$ cat src/rtl/serial_adder_pkg.sv
// Shared definitions for the digit-serial adder/subtractor.
//   state_t   : FSM state encoding (S_IDLE, S_RUN, S_DONE)
//   clog2     : ceiling log2 of a positive integer
//   ndigits   : number of DIGIT-wide slices in a WIDTH-bit operand
//   cnt_width : digit-counter width (at least one bit)
package serial_adder_pkg;

  typedef enum logic [1:0] {
    S_IDLE = 2'd0,
    S_RUN  = 2'd1,
    S_DONE = 2'd2
  } state_t;

  function automatic int clog2(input int value);
    int result;
    result = 0;
    while ((1 << result) < value) result++;
    return result;
  endfunction

  function automatic int ndigits(input int width, input int digit);
    return width / digit;
  endfunction

  function automatic int cnt_width(input int n);
    return (n <= 1) ? 1 : clog2(n);
  endfunction

endpackage

$ cat src/rtl/serial_adder_digit.sv
// Combinational DIGIT-wide ripple-carry full adder.
//   a_d, b_d : operand digits
//   ci       : carry in to bit 0
//   s_d      : digit sum
//   co       : carry out of the top bit
//   c_msb_in : carry into the top bit (used for signed-overflow detection)
module digit_adder #(
  parameter int DIGIT = 1
) (
  input  logic [DIGIT-1:0] a_d,
  input  logic [DIGIT-1:0] b_d,
  input  logic             ci,
  output logic [DIGIT-1:0] s_d,
  output logic             co,
  output logic             c_msb_in
);

  logic [DIGIT:0] c;

  always_comb begin
    c    = '0;
    s_d  = '0;
    c[0] = ci;
    for (int unsigned i = 0; i < DIGIT; i++) begin
      s_d[i]  = a_d[i] ^ b_d[i] ^ c[i];
      c[i+1]  = (a_d[i] & b_d[i]) | (c[i] & (a_d[i] ^ b_d[i]));
    end
  end

  assign co       = c[DIGIT];
  assign c_msb_in = c[DIGIT-1];

endmodule

$ cat src/rtl/serial_adder.sv
// Digit-serial adder/subtractor: adds DIGIT bits per clock over
// WIDTH/DIGIT cycles, with valid/ready handshakes on both sides.
//   clk, rst             : clock, synchronous active-high reset
//   in_valid/in_ready    : operand handshake (a, b, cin, sub)
//   out_valid/out_ready  : result handshake (sum, cout, ovf)
//   sub=0 : sum = a + b + cin      sub=1 : sum = a - b (cin ignored)
//   cout  : carry out of MSB (for sub, 1 means no borrow)
// Optional macro SERIAL_ADDER_OVF_EN adds the signed-overflow output ovf.
module serial_adder
  import serial_adder_pkg::*;
#(
  parameter int WIDTH = 8,
  parameter int DIGIT = 1
) (
  input  logic             clk,
  input  logic             rst,
  input  logic             in_valid,
  output logic             in_ready,
  input  logic [WIDTH-1:0] a,
  input  logic [WIDTH-1:0] b,
  input  logic             cin,
  input  logic             sub,
  output logic             out_valid,
  input  logic             out_ready,
  output logic [WIDTH-1:0] sum,
  output logic             cout
`ifdef SERIAL_ADDER_OVF_EN
  ,
  output logic             ovf
`endif
);

  localparam int NDIGITS = ndigits(WIDTH, DIGIT);
  localparam int CW      = cnt_width(NDIGITS);

  state_t           state, state_next;
  logic [WIDTH-1:0] a_sr, b_sr, sum_r;
  logic             carry, cout_r;
  logic [CW-1:0]    cnt;

  logic [DIGIT-1:0] s_d;
  logic             co;
  logic             accept;
  logic             last_digit;

`ifdef SERIAL_ADDER_OVF_EN
  logic c_msb;
  logic ovf_r;
`else
  logic c_msb_unused;
`endif

  digit_adder #(.DIGIT(DIGIT)) u_digit (
    .a_d      (a_sr[DIGIT-1:0]),
    .b_d      (b_sr[DIGIT-1:0]),
    .ci       (carry),
    .s_d      (s_d),
    .co       (co),
`ifdef SERIAL_ADDER_OVF_EN
    .c_msb_in (c_msb)
`else
    .c_msb_in (c_msb_unused)
`endif
  );

  assign accept     = (state == S_IDLE) && in_valid;
  assign last_digit = (cnt == '0);

  always_ff @(posedge clk) begin
    if (rst) state <= S_IDLE;
    else     state <= state_next;
  end

  always_comb begin
    state_next = state;
    in_ready   = 1'b0;
    out_valid  = 1'b0;
    case (state)
      S_IDLE: begin
        in_ready = 1'b1;
        if (in_valid) state_next = S_RUN;
      end
      S_RUN: begin
        if (last_digit) state_next = S_DONE;
      end
      S_DONE: begin
        out_valid = 1'b1;
        if (out_ready) state_next = S_IDLE;
      end
      default: state_next = S_IDLE;
    endcase
  end

  // Subtraction is a + ~b + 1: B is inverted at load, carry seeded with 1.
  // Each new digit enters at the top of sum_r so after NDIGITS shifts the
  // first digit has reached bit 0.
  always_ff @(posedge clk) begin
    if (rst) begin
      a_sr   <= '0;
      b_sr   <= '0;
      sum_r  <= '0;
      carry  <= 1'b0;
      cout_r <= 1'b0;
      cnt    <= '0;
`ifdef SERIAL_ADDER_OVF_EN
      ovf_r  <= 1'b0;
`endif
    end else if (accept) begin
      a_sr  <= a;
      b_sr  <= sub ? ~b : b;
      carry <= sub ? 1'b1 : cin;
      cnt   <= CW'(NDIGITS - 1);
    end else if (state == S_RUN) begin
      a_sr  <= a_sr >> DIGIT;
      b_sr  <= b_sr >> DIGIT;
      sum_r <= (sum_r >> DIGIT) | (WIDTH'(s_d) << (WIDTH - DIGIT));
      carry <= co;
      if (last_digit) begin
        cout_r <= co;
`ifdef SERIAL_ADDER_OVF_EN
        ovf_r  <= co ^ c_msb;
`endif
      end else begin
        cnt <= cnt - 1'b1;
      end
    end
  end

  assign sum  = sum_r;
  assign cout = cout_r;
`ifdef SERIAL_ADDER_OVF_EN
  assign ovf  = ovf_r;
`endif

endmodule

$ cat config.mk
export PLATFORM = sky130hd
export DESIGN_NAME = serial_adder
export DESIGN_NICKNAME = d
export VERILOG_FILES = /design/src/rtl/serial_adder_pkg.sv /design/src/rtl/serial_adder_digit.sv /design/src/rtl/serial_adder.sv
export SDC_FILE = /design/constraint.sdc
export NUM_CORES = 1
export LEC_CHECK = 0
export CAP_MARGIN = 20
export CORE_AREA = 2 2 66 68
export DETAILED_ROUTE_END_ITERATION = 10
export DIE_AREA = 0 0 68 70
export GPL_ROUTABILITY_DRIVEN = 0
export PLACE_DENSITY_LB_ADDON = 0.2
export SLEW_MARGIN = 20
export SYNTH_ARGS = -nofsm -noshare
export SYNTH_HDL_FRONTEND = slang
export SYNTH_SLANG_ARGS = --single-unit
$ cat constraint.sdc
create_clock -name clk -period 3.13 [get_ports clk]
set_input_delay 0.7825 -clock clk [delete_from_list [all_inputs] [get_ports clk]]
set_output_delay 0.7825 -clock clk [all_outputs]
set_load 0.005 [all_outputs]
# [Word-level counts from Yosys, hierarchy flattened]
# Index checks and enable logic that the tools add are counted.
[word_totals] register_bits=31 latchBits=0 n_memories=0 romBits=0 ram_bits=0 output_inout_bits=11
[classes] n_lt_le_gt_ge=0 bitwise=8 n_eq_ne=6 div_mod_pow=0 n_shift=0 addsub=1 n_mul=0 muxes=17 n_reduce_logical=8
[ops] cell="8-bit two-way mux" n=5
[ops] cell="3-bit two-way mux" n=3
[ops] cell="2-bit != test, second input constant" n=4
[ops] cell="8-bit inverter" n=1
[ops] cell="7-bit by 8-bit bitwise OR with 8-bit output" n=1
[ops] cell="2-bit two-way mux" n=3
[ops] cell="2-bit case mux with 3 select lines" n=1
[ops] cell="3-bit AND reduction" n=2
[ops] cell="1-bit two-way mux" n=5
[ops] cell="2-bit AND reduction" n=2
[ops] cell="3-bit logical NOT" n=1
[ops] cell="3-bit by 1-bit subtractor with 3-bit output, second input constant" n=1
[ops] cell="1-bit bitwise AND" n=2
[ops] cell="2-bit by 1-bit == test with 1-bit output, second input constant" n=1
[ops] cell="2-bit == test, second input constant" n=1
[ops] cell="2-bit logical NOT" n=1
[ops] cell="2-bit nonzero test" n=1
[ops] cell="1-bit bitwise XOR" n=2
[ops] cell="1-bit logical AND" n=1
[ops] cell="1-bit inverter" n=1
[ops] cell="1-bit bitwise OR" n=1

# [Depth between registers and ports, before layout]
# Gate-level depths: netlist (run 1).
[depth] word_depth=5 depth_mapped=6

# [By module]
# A second synthesis (run 1) with hierarchy kept.
[unflattened] cells_unflattened=162 hier_area_um2=1405.1
[by_module_without_submodules] mod="serial_adder" seq_area_each_um2=620.6 cells_each=160 area_each_um2=1377.6 n_inst=1
[by_module_without_submodules] mod="digit_adder" seq_area_each_um2=0.0 cells_each=2 area_each_um2=27.5 n_inst=1

# [Worst setup path before layout (run 1)]
# No wires, ideal clock.
[synth_timing] path_type="input to register" from="input port sub" to="register b_sr[7]" setup_ns=0.128 t_arrival_ns=1.343 setup_slack_ns=1.659 path_stages=4 path_buffers=1 path_cell_list="clkbuf_2 xor2_1 a22oi_1 nor2_1"
[synth_between] elab_chain_cells=2
[synth_lines] item="from (decl)" line="serial_adder.sv:22" text="input logic sub,"
[synth_lines] item="8-bit two-way mux" line="serial_adder.sv:110" text="b_sr <= sub ? ~b : b;"
[synth_lines] item="8-bit two-way mux" line="serial_adder.sv:108" text="end else if (accept) begin"
[synth_lines] item="to (signal assigned)" line="serial_adder.sv:110"
[synth_lines] item="to (signal assigned)" line="serial_adder.sv:115" text="b_sr <= b_sr >> DIGIT;"
[synth_lines] item="to (decl)" line="serial_adder.sv:37" text="logic [WIDTH-1:0] a_sr, b_sr, sum_r;"
# Every way passes these cells.
# A chain may end at the register's enable or synchronous reset.

# [Final worst setup path (run 1)]
[layout_timing] from="register state[1]" to="output port out_valid"
[layout_between] elab_chain_cells=2
[layout_lines] item="from (decl)" line="serial_adder.sv:36" text="state_t state, state_next;"
[layout_lines] item="from (signal assigned)" line="serial_adder.sv:71" text="else state <= state_next;"
[layout_lines] item="2-bit == test" line="serial_adder.sv:78" text="case (state)"
[layout_lines] item="1-bit two-way mux" line="serial_adder.sv:78"
[layout_lines] item="to (decl)" line="serial_adder.sv:23" text="output logic out_valid,"
# Every way passes these cells.

==> results of run 1 <==
-- report_power, final --
| group | internal (uW) | switching, uW |
|---|---|---|
| Clock | 257 | 147 |
| Sequential | 431 | 26.2 |
| Combinational | 92.2 | 97.2 |
-- metal layers --
layer / vias up / share of wire [%]
li1: 597 / -
met1: 519 / 47
met2: 24 / 46
met3: 6 / 5.6
met4: 0 / 1.8
met5: - / 0
-- layout by cell type (no fill, tap or decap), drive strengths merged, types with 6 or more instances in the layout --
master / synthesis / final
inv: 6 / 6
nand2: 17 / 17
clkdlybuf4s50: 0 / 32
nor2: 12 / 12
o22ai: 14 / 14
xnor2: 7 / 7
dfxtp: 31 / 31
clkbuf: 5 / 6
a211oi: 8 / 8
a22oi: 10 / 10
a21oi: 9 / 9
-- logic make-up after synthesis --
kind of cell             count (synthesis)
buffers and inverters                   17
adder cells (fa/ha/maj)                  3
XOR/XNOR                                 8
AO/OA/AOI/OAI                           52
AND/OR/NAND/NOR                         41
flip-flops                              31
-- metrics by stage --
stage	hold slack [ns]	cell area (um^2)
final	0.457	1820
after global routing	0.486	1820
after CTS	0.463	1820
after detailed placement	0.453	1700
after global placement	0.446	1700
after floorplan	0.453	1350
-- worst reg2reg max path: stages, from the launching register on --
cell and delay (ns):
dfxtp_1 0.42, o21bai_1 0.68, a22oi_1 0.20, o22ai_1 0.18
-- worst max-delay path by stage --
stage | end | cells after the start | slack, ns
finish | out_valid | 2 | 0.84
global route | out_valid | 2 | 0.73
CTS | out_valid | 2 | 0.83
detailed placement | b_sr[5] | 4 | 0.73
global placement | b_sr[3] | 4 | 0.83
floorplan | b_sr[7] | 4 | 1.66
-- area by class of cell --
class / count / area (um^2)
clock inverter: 2 / 35.0
timing repair buffer: 34 / 335
tap: 52 / 65.1
inverter: 6 / 22.5
sequential: 31 / 621
clock buffer: 6 / 82.6
fill: 401 / 2330
multi-input combinational: 104 / 654
-- registers in the layout, indices dropped and copies added (netlist names) --
register  cells
a_sr          8
carry         1
state         2
cout          1
sum           8
cnt           3
b_sr          8
==> results_dict.tcl, run 1 <==
set metrics [dict create \
    outcome "completed" \
    io_pins 33 \
    finalHoldViolCount 0 \
    core_um2 4140 \
    syn_area_per_cell_um2 8.91 \
    slowest_stage "clkdlybuf4s50_1" \
    grt.total_usage_pct 13.9 \
    dr.pass1.iters 4 \
    slowest_delay_ns 0.53 \
    clock_latency_ns 0.28 \
    reg2reg_from "state[0]" \
    rsz0062_at_grt "no" \
    synth_simple_gate_area_share_pct 14.3 \
    yosysMostFrequentCell "dfxtp_1" \
    power_uw 1050 \
    cts.repair.resized 0 \
    vias 1146 \
    synth_common_cells "dfxtp_1 (31), nand2_1 (17), o22ai_1 (14)" \
    critical_path_buf_inv_count 1 \
    synth_adder_area_share_pct 3.33 \
    clkTransAtPathRegs_ns 0.07 \
    antenna_cells 0 \
    syn-num-nets 177 \
    ant_nets 0 \
    vias_per_cell 4.88 \
    setup.worst_path.end_class "primary output" \
    path_cells "nor2b_1, clkdlybuf4s50_1" \
    maxSlewViolCount 0 \
    busiest_layer "met2" \
    synth-seq-cells 31 \
    fp-row-count 24 \
    synth_top_area_share_pct 45.8 \
    period_needed_ns 2.29 \
    final.setup_skew_ns 0.00681 \
    synth_edf_count 0 \
    r2r_setup_slack_ns 1.56 \
    synth_ff_type "dfxtp_1" \
    start_util_pct 32.7 \
    async_flop_share_pct 0 \
    crit_type "register to primary output" \
    synth_top_cell_by_area "dfxtp_1" \
    critPathMaxFanout 9 \
    whs_path_depth 2 \
    fin_crit_sh_pct 73.0 \
    clock_path_buffers 2 \
    synth_top_family_by_area "compound AO/OA/AOI/OAI gates" \
    synth_compound_area_share_pct 25.5 \
    place.port_buffers 32 \
    hpwl_mm 2.10 \
    post-cts-setup-buffer-count 0 \
    wl_per_cell_um 12.4 \
    numCtsBuffers 5 \
    min-delay-start "sum[0]" \
    ys_types 32 \
    cp.arrival_ns 1.50 \
    fp.dieW_um 68 \
    path_delay_family "buffers and inverters" \
    power_density_nw_per_um2 579 \
    grt_first_pass_wirelength_mm 4.97 \
    worstRegToRegCells 3 \
    netlist_area_um2 1350 \
    ctsHoldBuffers 0 \
    synth_mux_area_share_pct 0 \
    relSlewSlack_pct 47.6 \
    root_buffer "clkbuf_8" \
    worst_slack_ns 0.844 \
    critPathLaunchType "register" \
    final_core_util_pct 43.8 \
    setup_viol 0 \
    layout-drive-gt1-share_pct 7.10 \
    hp-class "register to register" \
    drv_cap 0 \
    die_y_um 70 \
    dieArea_um2 4760 \
    grt_use_met3_pct 5.64 \
    worstMarginPinSlew_ns 0.784 \
    grt_overflow 0 \
    ys_warn_count 0 \
    leakage_uw 0.000638 \
    drtIter0Drc 43 \
    seq_area_frac_synth_pct 45.8 \
    syn_inst 152 \
    grt_pass1_vias 1107 \
    fmax_mhz 437 \
    crit_start "state[1]" \
    synth_xor_area_share_pct 5.18 \
    ir_drop_mv 0.266 \
    cts_tree "done" \
    remaining_drc_errors 0 \
    drt_wl_total_mm 2.91 \
    synth_area_leaders "dfxtp_1 (46%), o22ai_1 (6.5%), a22oi_1 (5.5%)" \
    grt_max_degree 19 \
    globalRouteMet2Util_pct 21.1 \
    cts.htree.levels 2 \
    nets 207 \
    final_cells 235 \
    holdPathEnd "sum[0]" \
    area_growth_pct 34.1 \
    crit_required_ns 2.35 \
    reg2reg_to "b_sr[1]" \
    fin_setup_tns_ns 0 \
    clock_sinks 31 \
    dp.cells 227 \
    use_met1_pct 17.1 \
    antenna_found_initial 0 \
    dp_slack_ns 0.729 \
]
(Power assumes the default switching activity.)
==> inputs of run 2 (changes only) <==
==> constraint.sdc (replaced) <==
create_clock -name clk -period 1.9 [get_ports clk]
set_input_delay 0.475 -clock clk [delete_from_list [all_inputs] [get_ports clk]]
set_output_delay 0.475 -clock clk [all_outputs]
set_load 0.005 [all_outputs]
==> results_dict.tcl, run 2 (same netlist as run 1, synthesis figures left out) <==
set metrics [dict create \
    outcome "completed" \
    io_pins 33 \
    grt_first_pass_wirelength_mm 5.44 \
    clock_path_buffers 2 \
    ir_drop_mv 0.337 \
    hpwl_mm 2.40 \
    place.port_buffers 32 \
    post-cts-setup-buffer-count 0 \
    area_growth_pct 36.9 \
    final.setup_skew_ns 0.00642 \
    grt_pass1_vias 1219 \
    path_cells "nor2_1, clkdlybuf4s50_1" \
    leakage_uw 0.000663 \
    fmax_mhz 543 \
    path_delay_family "buffers and inverters" \
    power_density_nw_per_um2 891 \
    drtIter0Drc 40 \
    final_common_cell "clkdlybuf4s50_1" \
    cp.arrival_ns 1.37 \
    whs_ns 0.460 \
    dieArea_um2 4760 \
    antenna_cells 0 \
    crit_type "register to primary output" \
    cts.htree.levels 2 \
    setup.worst_path.end_class "primary output" \
    drv_cap 0 \
    relSlewSlack_pct 47.5 \
    vias 1200 \
    reg2reg_from "state[0]" \
    fp-row-count 24 \
    vias_per_cell 4.96 \
    clkTransAtPathRegs_ns 0.07 \
    grt_overflow 0 \
    remaining_drc_errors 0 \
    finalHoldViolCount 0 \
    period_needed_ns 1.84 \
    worstMarginPinSlew_ns 0.785 \
    clock_latency_ns 0.28 \
    core_um2 4140 \
    start_util_pct 32.7 \
    crit_start "state[0]" \
    die_y_um 70 \
    rsz0062_at_grt "no" \
    antenna_found_initial 0 \
    setup_viol 0 \
    grt.total_usage_pct 15.1 \
    nets 214 \
    cts.repair.resized 0 \
    layout-drive-gt1-share_pct 10.5 \
    drt_wl_total_mm 3.14 \
    crit_required_ns 1.42 \
    fp.dieW_um 68 \
    min-delay-start "sum[0]" \
    layout_common_cells "clkdlybuf4s50_1 (32), dfxtp_1 (31), nand2_1 (17)" \
    numCtsBuffers 5 \
    ctsHoldBuffers 0 \
    fin_setup_tns_ns 0 \
    slowest_stage "clkdlybuf4s50_1" \
    cts_tree "done" \
    fillCellCount 420 \
    root_buffer "clkbuf_8" \
    ant_nets 0 \
    wl_per_cell_um 13.0 \
    grt_max_degree 21 \
    critical_path_buf_inv_count 1 \
    critPathMaxFanout 6 \
    slowest_delay_ns 0.52 \
    hp-class "register to register" \
    clock_sinks 31 \
    critPathLaunchType "register" \
    dr.pass1.iters 5 \
    fin_crit_sh_pct 96.9 \
    maxSlewViolCount 0 \
]
[run 2: per-stage QoR]
stage          instances  utilization, %  cell area, um^2  total power [uW]  worst slack, ns
5_1_grt              242            44.7             1850              1740           0.0131
3_3_place_gp         234            42.2             1750              1080          -0.0516
2_1_floorplan        152               -             1350               972            0.645
3_5_place_dp         234            42.2             1750              1100           -0.139
6_report             242            44.7             1850              1650           0.0594
4_1_cts              242            44.7             1850              1670           0.0329
[run 2: area by class of cell]
cell class                      count  area, um^2  area share [%]
Multi-Input combinational cell    104         657            35.4
Clock buffer                        8         100            5.40
Timing Repair Buffer               41         388            20.9
Inverter                            6        22.5            1.22
Tap cell                           52        65.1            3.51
Sequential cell                    31         621            33.5
[run 2: routing by layer]
| layer | part of all wire, % | vias to the layer above | wire length [um] | global-route usage [%] |
|---|---|---|---|---|
| met5 | 0 | - | 0 | 0 |
| met4 | 1.6 | 0 | 50 | 5.33 |
| li1 | - | 613 | - | - |
| met1 | 44 | 552 | 1390 | 18.1 |
| met2 | 49 | 31 | 1540 | 24.4 |
| met3 | 5.0 | 4 | 158 | 5.31 |
[run 2: where the power goes]
part	switching [uW]	internal [uW]	total (uW)
sequential	39.3	711	750
clock	230	330	560
combinational	173	168	341
[run 2: final timing paths]
kind / to / slack, ns / cells past startpoint
worst min register to register: sum[0] / 0.46 / 2
worst max register to register: b_sr[6] / 0.22 / 4
worst min-delay path: sum[0] / 0.46 / 2
worst max-delay path: in_ready / 0.06 / 2
[run 2: worst register-to-register path: cells and delay by family (launching register included)]
family | cells | cell delay [ns]
DFF | 1 | 0.39
AOI/OAI and AO/OA | 3 | 1.02
buffers and inverters | 1 | 0.19
==> inputs of run 3 (changes only) <==
--- a/config.mk
+++ b/config.mk
@@ -11,6 +11,7 @@
 export DIE_AREA = 0 0 68 70
 export GPL_ROUTABILITY_DRIVEN = 0
 export PLACE_DENSITY_LB_ADDON = 0.2
+export SETUP_SLACK_MARGIN = 0.2
 export SLEW_MARGIN = 20
 export SYNTH_ARGS = -nofsm -noshare
 export SYNTH_HDL_FRONTEND = slang
==> results_dict.tcl, run 3 (same netlist as run 1, synthesis figures left out) <==
set metrics [dict create \
    outcome "completed" \
    worst_slack_ns 0.289 \
    wl_met1_mm 1.38 \
    hpwl_mm 2.40 \
    critPathLaunchType "register" \
    layout-drive-gt1-share_pct 12.6 \
    nets 214 \
    wl_met2_mm 1.54 \
    path_delay_family "buffers and inverters" \
    fillCellCount 417 \
    grt_max_degree 21 \
    crit_required_ns 1.42 \
    fp.dieW_um 68 \
    drt_wl_total_mm 3.14 \
    fmax_mhz 621 \
    fp-row-count 24 \
    fin_crit_sh_pct 84.8 \
    rsz0062_at_grt "no" \
    dpl_cell_area_um2 1750 \
    cts_tree "done" \
    clock_latency_ns 0.28 \
    dieArea_um2 4760 \
    hp-class "register to register" \
    path_cells "clkdlybuf4s50_1" \
    clock_path_buffers 2 \
    maxSlewViolCount 0 \
    slowest_delay_ns 0.51 \
    final.setup_skew_ns 0.00606 \
    setup_viol 0 \
    slowest_stage "clkdlybuf4s50_1" \
    final_cell_area_um2 1870 \
    grt.total_usage_pct 15.1 \
    leakage_uw 0.000674 \
    highest_layer "met4" \
    clock_sinks 31 \
    core_um2 4140 \
    dp_slack_ns -0.139 \
    layout_common_cells "clkdlybuf4s50_1 (30), dfxtp_1 (29), nand2_1 (17)" \
    relSlewSlack_pct 68.6 \
    power_density_nw_per_um2 886 \
    wl_per_cell_um 13.0 \
    dr.pass1.iters 4 \
    io_pins 33 \
    worstMarginPinSlew_ns 0.470 \
    cts.htree.levels 2 \
    vias 1211 \
    area_growth_pct 37.9 \
    ant_nets 0 \
    antenna_cells 0 \
    crit_type "register to primary output" \
    die_y_um 70 \
    vias_per_cell 5.00 \
    setup.worst_path.end_class "primary output" \
    final_common_cell "clkdlybuf4s50_1" \
    grt_first_pass_wirelength_mm 5.44 \
    period_needed_ns 1.61 \
    dr_wl_met3_um 165 \
    critical_path_buf_inv_count 1 \
    ir_drop_mv 0.339 \
    root_buffer "clkbuf_8" \
    drv_cap 0 \
    clkTransAtPathRegs_ns 0.06 \
    finalHoldViolCount 0 \
    grt_pass1_vias 1220 \
    antenna_found_initial 0 \
    grt_overflow 0 \
    drtIter0Drc 38 \
    cp.arrival_ns 1.14 \
    start_util_pct 32.7 \
    place.port_buffers 32 \
    remaining_drc_errors 0 \
    numCtsBuffers 5 \
    critPathMaxFanout 3 \
]
[run 3: layout make-up]
| cell class | instances | area [um^2] | share of cell area (%) |
|---|---|---|---|
| sequential | 31 | 626 | 33.5 |
| inverter | 6 | 22.5 | 1.21 |
| tap | 52 | 65.1 | 3.49 |
| timing repair buffer | 41 | 385 | 20.6 |
| clock buffer | 8 | 100 | 5.36 |
| multi-input combinational | 104 | 668 | 35.8 |
[run 3: report_power, final]
part	internal, uW	switching, uW	total, uW
Combinational	168	173	341
Sequential	712	41.3	753
Clock	330	230	560
[run 3: metal layers]
metal / vias up / global-route usage [%]
li1: 615 / -
met1: 559 / 18.1
met2: 33 / 24.4
met3: 4 / 5.31
met4: 0 / 5.33
met5: - / 0
[run 3: final timing paths]
check,start,to,slack (ns),cells after the start
min reg2reg,sum[0],sum[0],0.46,2
max reg2reg,cnt[0],cnt[2],0.45,4
min,sum[0],sum[0],0.46,2
max,sum[6],sum[6],0.29,1
[run 3: stage by stage]
step	hold slack (ns)	power [uW]	instances	TNS (ns)	util [%]
6_report	0.460	1650	242	0	45.0
2_1_floorplan	0.453	972	152	0	-
3_3_place_gp	0.448	1080	234	-0.341	42.2
5_1_grt	0.479	1750	242	0	45.0
4_1_cts	0.461	1670	242	0	45.0
3_5_place_dp	0.457	1100	234	-0.942	42.2
[run 3: what timing repair did]
item / CTS / global route
endpoints found under the setup margin: 9 / 0
buffers inserted: 0 / 0
hold buffers: 0 / 0
gates resized for setup: 9 / 0
endpoints found under the hold margin: 0 / 0
